<file path="src/rtl/fnd_pkg.sv">
// Shared constants for the stopwatch 7-segment display stage.
// Segment codes are {dp,g,f,e,d,c,b,a}, active-low, with the dp off.
package fnd_pkg;

   localparam logic [7:0] SEG_0     = 8'hC0;
   localparam logic [7:0] SEG_1     = 8'hF9;
   localparam logic [7:0] SEG_2     = 8'hA4;
   localparam logic [7:0] SEG_3     = 8'hB0;
   localparam logic [7:0] SEG_4     = 8'h99;
   localparam logic [7:0] SEG_5     = 8'h92;
   localparam logic [7:0] SEG_6     = 8'h82;
   localparam logic [7:0] SEG_7     = 8'hF8;
   localparam logic [7:0] SEG_8     = 8'h80;
   localparam logic [7:0] SEG_9     = 8'h90;
   localparam logic [7:0] SEG_BLANK = 8'hFF;

   localparam int unsigned NUM_DIGITS = 4;

   localparam logic [6:0] MSEC_MAX = 7'd99;
   localparam logic [5:0] SEC_MAX  = 6'd59;
   localparam logic [5:0] MIN_MAX  = 6'd59;
   localparam logic [4:0] HOUR_MAX = 5'd23;

endpackage

</file>
<file path="src/rtl/fnd_seg_decoder.sv">
// BCD digit to active-low 7-segment pattern {g,f,e,d,c,b,a}.
// Non-decimal inputs blank the digit.
module fnd_seg_decoder
   import fnd_pkg::*;
(
   input  logic [3:0] bcd,
   output logic [6:0] seg
);

   always_comb begin
      seg = SEG_BLANK[6:0];
      case (bcd)
         4'd0:    seg = SEG_0[6:0];
         4'd1:    seg = SEG_1[6:0];
         4'd2:    seg = SEG_2[6:0];
         4'd3:    seg = SEG_3[6:0];
         4'd4:    seg = SEG_4[6:0];
         4'd5:    seg = SEG_5[6:0];
         4'd6:    seg = SEG_6[6:0];
         4'd7:    seg = SEG_7[6:0];
         4'd8:    seg = SEG_8[6:0];
         4'd9:    seg = SEG_9[6:0];
         default: seg = SEG_BLANK[6:0];
      endcase
   end

endmodule

</file>
<file path="src/rtl/fnd_controller.sv">
// Scanned 4-digit common-anode display driver with a per-frame input snapshot,
// SS.CC / HH.MM view select and a 1 Hz centre decimal point.
module fnd_controller
   import fnd_pkg::*;
#(
   parameter int unsigned SCAN_DIV = 100_000
) (
   input  logic       clk,
   input  logic       rst,
   input  logic [6:0] msec,
   input  logic [5:0] sec,
   input  logic [5:0] min,
   input  logic [4:0] hour,
   input  logic       sw_mode,
   output logic [3:0] fnd_com,
   output logic [7:0] fnd_data
);

   localparam int unsigned CntW = (SCAN_DIV > 1) ? $clog2(SCAN_DIV) : 1;
   localparam logic [CntW-1:0] CntMax = CntW'(SCAN_DIV - 1);
   localparam logic [1:0] LastDigit = 2'(NUM_DIGITS - 1);

   logic [CntW-1:0] scan_cnt_q, scan_cnt_d;
   logic [1:0]      digit_sel_q, digit_sel_d;
   logic            tick;

   logic [6:0] snap_msec_q, snap_msec_d;
   logic [5:0] snap_sec_q, snap_sec_d;
   logic [5:0] snap_min_q, snap_min_d;
   logic [4:0] snap_hour_q, snap_hour_d;
   logic       snap_mode_q, snap_mode_d;

   logic [NUM_DIGITS-1:0][3:0] digit;
   logic [6:0] seg;
   logic       dp;
   logic [3:0] fnd_com_d;
   logic [7:0] fnd_data_d;

   assign tick = (scan_cnt_q == CntMax);

   always_comb begin
      scan_cnt_d  = tick ? '0 : scan_cnt_q + CntW'(1);
      digit_sel_d = tick ? digit_sel_q + 2'd1 : digit_sel_q;

      snap_msec_d = snap_msec_q;
      snap_sec_d  = snap_sec_q;
      snap_min_d  = snap_min_q;
      snap_hour_d = snap_hour_q;
      snap_mode_d = snap_mode_q;
      // Inputs are only sampled at the frame boundary so a frame never mixes values.
      if (tick && digit_sel_q == LastDigit) begin
         snap_msec_d = (msec > MSEC_MAX) ? MSEC_MAX : msec;
         snap_sec_d  = (sec  > SEC_MAX)  ? SEC_MAX  : sec;
         snap_min_d  = (min  > MIN_MAX)  ? MIN_MAX  : min;
         snap_hour_d = (hour > HOUR_MAX) ? HOUR_MAX : hour;
         snap_mode_d = sw_mode;
      end
   end

   always_comb begin
      if (snap_mode_q) begin
         digit[3] = 4'(snap_hour_q / 5'd10);
         digit[2] = 4'(snap_hour_q % 5'd10);
         digit[1] = 4'(snap_min_q / 6'd10);
         digit[0] = 4'(snap_min_q % 6'd10);
      end else begin
         digit[3] = 4'(snap_sec_q / 6'd10);
         digit[2] = 4'(snap_sec_q % 6'd10);
         digit[1] = 4'(snap_msec_q / 7'd10);
         digit[0] = 4'(snap_msec_q % 7'd10);
      end
   end

   fnd_seg_decoder u_seg_decoder (
      .bcd (digit[digit_sel_q]),
      .seg (seg)
   );

   // Centre dp is lit for the first half of every second.
   assign dp = !((digit_sel_q == 2'd2) && (snap_msec_q < 7'd50));

   always_comb begin
      fnd_com_d  = ~(4'b0001 << digit_sel_q);
      fnd_data_d = {dp, seg};
   end

   always_ff @(posedge clk) begin
      if (rst) begin
         scan_cnt_q  <= '0;
         digit_sel_q <= 2'd0;
         snap_msec_q <= '0;
         snap_sec_q  <= '0;
         snap_min_q  <= '0;
         snap_hour_q <= '0;
         snap_mode_q <= 1'b0;
         fnd_com     <= 4'b1111;
         fnd_data    <= SEG_BLANK;
      end else begin
         scan_cnt_q  <= scan_cnt_d;
         digit_sel_q <= digit_sel_d;
         snap_msec_q <= snap_msec_d;
         snap_sec_q  <= snap_sec_d;
         snap_min_q  <= snap_min_d;
         snap_hour_q <= snap_hour_d;
         snap_mode_q <= snap_mode_d;
         fnd_com     <= fnd_com_d;
         fnd_data    <= fnd_data_d;
      end
   end

endmodule
</file>
<file path="config.mk">
export PLATFORM = sky130hd
export DESIGN_NAME = fnd_controller
export DESIGN_NICKNAME = d
export VERILOG_FILES = /design/src/rtl/fnd_pkg.sv /design/src/rtl/fnd_seg_decoder.sv /design/src/rtl/fnd_controller.sv
export SDC_FILE = /design/constraint.sdc
export NUM_CORES = 1
export LEC_CHECK = 0
export CAP_MARGIN = 15
export CORE_ASPECT_RATIO = 0.8
export CORE_UTILIZATION = 65
export DETAILED_ROUTE_END_ITERATION = 8
export DONT_BUFFER_PORTS = 1
export MAX_ROUTING_LAYER = met4
export PLACE_DENSITY = 0.8
export SKIP_CTS_REPAIR_TIMING = 1
export SLEW_MARGIN = 20
export SYNTH_ARGS = -nofsm -noshare
export SYNTH_HDL_FRONTEND = slang
export SYNTH_SLANG_ARGS = --single-unit
</file>
<file path="constraint.sdc">
create_clock -name clk -period 8.3 [get_ports clk]
set_clock_uncertainty 0.05 [all_clocks]
set_input_delay 0.415 -clock clk [delete_from_list [all_inputs] [get_ports clk]]
set_output_delay 0.415 -clock clk [all_outputs]
set_load 0.02 [all_outputs]
</file>
Word-level counts from Yosys, hierarchy flattened:

Memory sizes are Yosys's and may differ from the RTL's. A register that Yosys moved wholly into a read port is not among the register bits.
Index checks and enable logic that the tools add are counted.

* bitwise operators: 1
* divide/modulo/power cells: 8
* reduce and logical (&&, ||, !) cells: 4
* shift operators: 1
* mux-type cells: 7
* add/subtract/negate cells: 2
* equal/unequal tests: 3
* magnitude comparators: 6

Operators with widths (count)
* $add A17 B1 Y17 const B: 1
* $eq A17 B17 Y1 const B: 1
* $mux W16: 1
* $div A6 B4 Y6 const B: 2
* $gt A6 B6 Y1 const B: 2
* $mod A6 B4 Y6 const B: 2
* $mux W6: 2
* $bmux W4 S2: 1
* $div A7 B4 Y7 const B: 1
* $gt A7 B7 Y1 const B: 1
* $lt A7 B6 Y1 const B: 1
* $mod A7 B4 Y7 const B: 1
* $mux W7: 1
* $div A5 B4 Y5 const B: 1
* $gt A5 B5 Y1 const B: 1
* $mod A5 B4 Y5 const B: 1
* $mux W5: 1
* $eq A2 B2 Y1 const B: 2
* $mux W4: 1
* $not A4 Y4: 1
* $shl A1 B2 Y4 const A: 1
* $lt A2 B3 Y1 const B: 1
* $add A2 B1 Y2 const B: 1
* $logic_and A1 B1 Y1: 2
* 2 further kinds: 2

* memories kept: 1
* input port bits: 27
* bits in read-only memories: 112
* output and inout port bits: 12
* logic and storage cells: 42
* flip-flop bits (word level): 56

Memory list
* (name not given): depth 16, bits a word 7, rd ports 1, clocked after Yosys merged registers in 1, wr ports 0, line fnd_seg_decoder.sv:12 `case (bcd)`

Longest topological paths before layout:

Gate-level depths: netlist of the first run.

* depth after elaboration: 4
* mapped depth: 16
* depth with buffers taken out: 14

Modules after synthesis:

A second synthesis of the first run with hierarchy kept.

* cell total of the unflattened synthesis: 411
* area total of the unflattened synthesis: 3334.4 µm²

Modules (own cells, without submodules)
* fnd_controller: instances 1, cells each 378, area each 3124.2 µm², sequential area each 1121.1 µm²
* fnd_seg_decoder: instances 1, cells each 33, area each 210.2 µm², sequential area each 0.0 µm²

Least setup slack after synthesis of the first run:

Ideal clock, no wire load.

* path type: flip-flop to flip-flop
* start: register snap_mode_q
* end: register fnd_data[0]
* data required time: 8.114 ns
* setup time: 0.136 ns
* period minus slack after synthesis: 3.566 ns
* arrival time: 3.380 ns
* setup slack: 4.734 ns
* buffers on the path: 3
* stages on the path, launching flop included: 17
* cell sequence: dfxtp_1 buf_6 buf_6 buf_6 mux2_2 ha_1 nor2b_1 o31a_1 a21o_1 a31o_2 o21ai_0 a21oi_1 nor3_2 inv_1 ha_1 nor4_1 a211oi_1

* cells in the longest elaborated chain, start to end: 3

Ends and longest elaborated chain
* start: declaration: line fnd_controller.sv:31 `logic snap_mode_q, snap_mode_d;`
* start signal: assignment: line fnd_controller.sv:105 `snap_mode_q <= snap_mode_d;`
* $mux W16: line fnd_controller.sv:61 `if (snap_mode_q) begin`
* $bmux W4 S2: line fnd_controller.sv:75 `.bcd (digit[digit_sel_q]),`
* $mux W4 (not written as such): line fnd_controller.sv:75
* end: declaration: line fnd_controller.sv:16 `output logic [7:0] fnd_data`

No other way between the ends. The select of a mux whose other input is x is not followed.
A chain may end at the register's enable or synchronous reset.

Worst setup path in the final report of the first run:

* start: register snap_mode_q
* end: register fnd_data[3]

The elaborated chain is that of the path after synthesis.

==> results of run 1 <==
-- worst paths after layout --
kind                             startpoint             end  cells after the start  slack [ps]
worst min register to register  snap_mode_q     snap_mode_q                      2         410
worst min-delay path                    rst  snap_msec_q[3]                      1         110
worst max-delay path            snap_mode_q     fnd_data[3]                     14        4240
worst max register to register  snap_mode_q     fnd_data[3]                     14        4240
-- layer usage --
layer	track usage	part of all wire	wire, um	vias to the layer above
met3	0.0367	0.049	341	16
li1	-	-	-	1457
met4	0.0975	0.020	137	0
met1	0.358	0.50	3470	1309
met5	-	0	0	-
met2	0.421	0.43	2940	80
-- worst max-delay path: cells and delay by family, from the launching register on --
family,cells,cell delay (ps)
AND/OR/NAND/NOR,6,1650
AO/OA/AOI/OAI,3,760
buffers and inverters,2,490
adder cells (fa/ha/maj),2,460
flip-flops,1,330
multiplexers,1,160
-- sequential cells by signal, summed over array words and instances (netlist names) --
| register | flops |
|---|---|
| digit_sel_q | 2 |
| fnd_com | 4 |
| fnd_data | 8 |
| scan_cnt_q | 17 |
| snap_hour_q | 5 |
| snap_min_q | 6 |
| snap_mode_q | 1 |
| snap_msec_q | 7 |
| snap_sec_q | 6 |
-- report_power, final --
group	internal [W]	switching [W]
Sequential	0.000272	0.00000396
Combinational	0.00000305	0.00000407
Clock	0.0000867	0.0000831
Total	0.000361	0.0000912
-- cells by family after synthesis --
group                      synth area share
AOI/OAI and AO/OA                     0.184
adders and majority gates            0.0543
DFF                                   0.324
buffers and inverters                0.0500
xor gates and xnor gates             0.0406
muxes                                0.0420
and+or+nand+nor                       0.305
-- cell type report --
cell class                      instances  share of cell area
Sequential cell                        56               0.319
Tap cell                               62              0.0221
Timing Repair Buffer                    1             0.00214
Clock buffer                            5              0.0196
Multi-Input combinational cell        324               0.615
Clock inverter                          1             0.00854
Inverter                               13              0.0139
-- metrics by stage --
step,instances,utilization,worst slack (ps),power (W)
2_1_floorplan,415,-,4730,0.000290
3_3_place_gp,456,0.675,4480,0.000289
3_5_place_dp,456,0.675,4320,0.000289
4_1_cts,462,0.694,4300,0.000457
5_1_grt,462,0.694,3920,0.000470
6_report,462,0.694,4240,0.000452
-- cells in the final DEF, fill, tap and decap left out, types with 3 or more instances in the layout --
cell type and count:
clkbuf_8 5, and4_1 3, o21ai_0 6, nor4b_2 3, nand2_1 55, mux2_2 5
xor2_1 9, o22ai_1 3, a21oi_1 27, nand3_1 11, nor2b_1 7, nand3b_1 5
ha_1 15, inv_1 12, nand4_1 5, nor3_1 20, nor2_1 48, and3_1 5
mux2i_1 6, xnor2_1 7, a31oi_1 5, dfxtp_1 56, or2_2 4, nand2b_1 3
nor3b_1 3, nor4_1 7, a211oi_1 6
==> flow_metrics.py, run 1 <==
metrics = {
    "final_layout": {
        "final_cell_area_sq_um": 3520,
        "syn2layout_area_growth_pct": 1.74,
        "antenna_cells": 0,
        "multi_input_area_sq_um": 2160,
        "seq_area_sq_um": 1120,
        "drive_above_1_share": 0.103,
        "fill_cells": 430,
        "fin_nets": 443,
    },
    "worst_setup_path": {
        "critPathMaxFanout": 34,
        "crit_top_cell": "ha_1",
        "criticalPathCategory": "flop to flop",
        "slowest_stage": "a2bb2oi_1",
        "startpoint_type": "flop",
        "critical_path.max_stage_delay_ps": 410,
        "worstPathArrival_ps": 4180,
        "cp_cell_sequence": "buf_4 -> nand2b_1 -> a2bb2oi_1 -> mux2i_1 -> or2_2 -> and2_1 -> ha_1 -> a211oi_1 -> nor4_2 -> nor3_2 -> inv_1 -> ha_1 -> nor4_1 -> a311oi_1",
        "crit_required_ps": 8430,
        "setup.worst_path.end_class": "flop",
    },
    "logic_synthesis": {
        "synthTopCellsByArea": "dfxtp_1, nand2_1, ha_1",
        "yosysWarnings": 0,
        "synthFlopType": "dfxtp_1",
        "syn_inst": 415,
        "synth_cell_type_count": 73,
        "seq_area_frac_synth": 0.324,
        "synth_top_area_frac": 0.324,
        "synth_most_common_cell": "dfxtp_1",
        "ys_seq_elements": 56,
        "async_reset_ff_frac": 0,
        "synth-edff-count": 0,
        "synth_area_leader_cell": "dfxtp_1",
        "syn_nets": 457,
        "synthTopCellsByCount": "dfxtp_1, nand2_1, nor2_1, a21oi_1, nor3_1",
        "netlist_area_sq_um": 3460,
        "avgSynthCellArea_sq_um": 8.33,
    },
    "power_and_ir_drop": {
        "max-vdd-ir-drop_mv": 0.114,
        "p_per_area_nw_per_um2": 129,
        "p_leak_nw": 1.24,
    },
    "die": {
        "boundaryPins": 39,
        "row_count": 23,
        "start_util": 0.682,
        "die_x_um": 83.5,
        "die_h_um": 67.2,
        "core_area_sq_um": 5060,
        "die_area_sq_um": 5610,
    },
    "place": {
        "placed_area_sq_um": 3420,
        "place_congestion": 0.919,
        "dp_hpwl_mm": 5.04,
        "portBuffers": 0,
    },
    "sta": {
        "hold_ws_ps": 113,
        "min_period_over_period": 0.489,
        "finalSetupViolCount": 0,
        "setup_tns_ps": 0,
        "fin_crit_ps": 4060,
        "rsz0062_at_grt": "no",
        "tightest_slew_ps": 879,
        "fmax_ghz": 0.247,
        "drv_slew": 0,
        "finalHoldViolCount": 0,
        "maxSlewHeadroom": 0.414,
    },
    "cts": {
        "cts_buffers": 5,
        "cts_root_buf": "clkbuf_8",
        "clk_latency_ps": 310,
        "cts_tree": "built",
        "cts.reportedPaths.clkPinSlew_ps": 100,
        "cts_buffer_depth": 2,
        "cts_max_level": 2,
        "cts_num_sinks": 56,
    },
    "routing": {
        "final_antenna_net_count": 0,
        "drt_iter0_markers": 178,
        "via_per_inst": 6.19,
        "drc_errors": 0,
        "vias": 2862,
        "wl_per_cell_um": 14.9,
        "wl_mm": 6.89,
        "dr.pass1.iters": 4,
    },
    "grt": {
        "grt_max_degree": 40,
        "grt_pass1_wl_mm": 11.6,
        "first_global_vias": 2554,
        "grt-ovfl-total": 0,
        "track_usage": 0.268,
        "antenna_found_initial": 0,
    },
    "run_status": {
        "status": "finished, final reports clean",
    },
    "worst_hold_path": {
        "worstHoldPathType": "input port to flop",
    },
    "job": {
        "drv_cap": 0,
    },
}
No activity file was read; power rests on OpenSTA's default activity.
==> run 2: changes to the inputs <==
- CORE_UTILIZATION: 65 -> 64
- PLACE_DENSITY: 0.8 -> 0.79
- clock period: 8.3 -> 4.13 ns (I/O delays scaled with it)
==> run 2 against run 1 <==
  * The run now ends with DRC, hold timing left
  * Setup slack lost 4000 ps
  * Utilization rose by 2.2 points
  * Clock-buffer cell count up 1
  * Critical path depth did not move
  * Power rose by 100%
  * Combinational power rose to 3.8 times the previous value
  * First-iteration DRC count rose by 2.8%
  * Clock power is 93% higher
  * Fmax grew 5.3%
  * Via count grew 3.2%
  * Largest cell class unchanged
==> flow_metrics.py, run 2 (synthesized netlist as in run 1, its figures left out) <==
metrics = {
    "run_status": {
        "status": "finished, violations left",
        "violations": "DRC, hold timing",
    },
    "final_layout": {
        "largest_reg_flops": 17,
        "mostFrequentLayoutCells": "dfxtp_1, nand2_1, nor2_1, a21oi_1, nor3_1",
        "layout_commonest_cell": "dfxtp_1",
        "seq_area_sq_um": 1120,
        "syn2layout_area_growth_pct": 5.50,
        "fin_nets": 457,
        "fill_cells": 406,
        "multi_input_area_sq_um": 2160,
        "largestRegisters": "scan_cnt_q (17), fnd_data (8), snap_msec_q (7)",
        "drive_above_1_share": 0.111,
        "largest-register": "scan_cnt_q",
        "antenna_cells": 0,
    },
    "worst_setup_path": {
        "ff2ff_setup_slack_ps": 280,
        "criticalPathCategory": "flop to flop",
        "rr_endpoint": "fnd_data[0]",
        "worstReg2RegStart": "snap_mode_q",
        "crit_path_end": "fnd_data[0]",
        "reg2reg_depth": 14,
        "worstPathArrival_ps": 3990,
        "cp_cell_sequence": "buf_4 -> mux2i_2 -> ha_1 -> nor2b_1 -> o31a_1 -> a31oi_1 -> a31o_2 -> o21ai_0 -> a21oi_1 -> nor3_2 -> inv_1 -> ha_1 -> nor4_1 -> a211oi_1",
        "setup.worst_path.end_class": "flop",
        "critPathMaxFanout": 14,
        "startpoint": "snap_mode_q",
        "crit_required_ps": 4270,
        "startpoint_type": "flop",
        "crit_top_cell": "ha_1",
        "slowest_stage": "dfxtp_1",
        "critical_path.max_stage_delay_ps": 510,
    },
    "grt": {
        "grt-ovfl-total": 0,
        "first_global_vias": 2540,
        "antenna_found_initial": 0,
        "track_usage": 0.272,
        "grt_max_degree": 40,
        "grt_pass1_wl_mm": 11.8,
    },
    "cts": {
        "cts_buffer_depth": 2,
        "cts_max_level": 2,
        "cts_tree": "built",
        "cts_buffers": 5,
        "cts.reportedPaths.clkPinSlew_ps": 110,
        "clk_latency_ps": 330,
        "cts_root_buf": "clkbuf_8",
        "cts_num_sinks": 56,
    },
    "sta": {
        "drv_slew": 0,
        "tightest_slew_ps": 1080,
        "setup_slack_ps": 279,
        "fmax_ghz": 0.260,
        "finalHoldViolCount": 3,
        "finalSetupViolCount": 0,
        "fin_crit_ps": 3850,
        "maxSlewHeadroom": 0.281,
        "hold_ws_ps": -16.3,
        "setup_tns_ps": 0,
        "min_period_over_period": 0.932,
        "rsz0062_at_grt": "no",
    },
    "die": {
        "die_area_sq_um": 5700,
        "die_h_um": 67.7,
        "row_count": 23,
        "boundaryPins": 39,
        "start_util": 0.678,
        "core_area_sq_um": 5090,
        "die_x_um": 84.2,
    },
    "place": {
        "dp_slack_ps": 358,
        "dp_hpwl_mm": 5.30,
        "portBuffers": 0,
        "place_congestion": 0.894,
    },
    "power_and_ir_drop": {
        "p_leak_nw": 1.31,
        "max-vdd-ir-drop_mv": 0.165,
        "p_per_area_nw_per_um2": 249,
    },
    "routing": {
        "dr.pass1.iters": 7,
        "via_per_inst": 6.18,
        "vias": 2954,
        "wl_mm": 7.43,
        "final_antenna_net_count": 0,
        "drt_iter0_markers": 183,
        "drc_errors": 8,
        "wl_per_cell_um": 15.5,
    },
    "job": {
        "drv_cap": 0,
    },
    "worst_hold_path": {
        "worstHoldPathType": "input port to flop",
    },
}
-- run 2: metrics by stage --
step	std cells	cell area, sq um	utilization	power, W
floorplan	415	3460	-	0.000583
global placement	459	3440	0.675	0.000580
detailed placement	459	3440	0.675	0.000581
CTS	467	3540	0.694	0.000901
global route	478	3650	0.716	0.000940
finish	478	3650	0.716	0.000909
-- run 2: layer usage --
| metal | wire, um | up-vias | part of all wire | global-route usage |
|---|---|---|---|---|
| met5 | 0 | - | 0 | - |
| met4 | 109 | 0 | 0.015 | 0.0841 |
| met3 | 333 | 9 | 0.045 | 0.0440 |
| met2 | 3280 | 84 | 0.44 | 0.410 |
| met1 | 3700 | 1380 | 0.50 | 0.375 |
| li1 | - | 1481 | - | - |
-- run 2: where the power goes --
group / total (W) / leakage, nW / switching [W] / internal (W)
clock network: 0.000328 / 0.0516 / 0.000190 / 0.000138
registers: 0.000554 / 0.454 / 0.00000794 / 0.000546
logic: 0.0000267 / 0.803 / 0.0000143 / 0.0000125
total: 0.000909 / 1.31 / 0.000213 / 0.000696
-- run 2: worst max-delay path, delay by kind of cell, from the launching register on --
kind / cells / cell delay [ps]
DFF: 1 / 510
buffers and inverters: 2 / 420
adders and majority gates: 2 / 500
AOI/OAI and AO/OA: 6 / 1050
and+or+nand+nor: 3 / 930
muxes: 1 / 260
-- run 2: how the worst min path moves through the flow --
stage          depth (start not counted)  startpoint  slack (ps)              to
3_5_place_dp                           1         rst         230  snap_msec_q[4]
4_1_cts                                1         rst        -110  snap_msec_q[4]
2_1_floorplan                          2     sw_mode         290     snap_mode_q
6_report                               2     msec[3]         -20  snap_msec_q[3]
5_1_grt                                2     msec[5]           8  snap_msec_q[5]
3_3_place_gp                           1         rst         230  digit_sel_q[0]
-- run 2: area by class of cell --
class                           count  share of cell area
Multi-Input combinational cell    324               0.593
Sequential cell                    56               0.307
Timing Repair Buffer               15              0.0384
Clock buffer                        6              0.0226
Tap cell                           62              0.0213
Inverter                           13              0.0134
Clock inverter                      2             0.00377
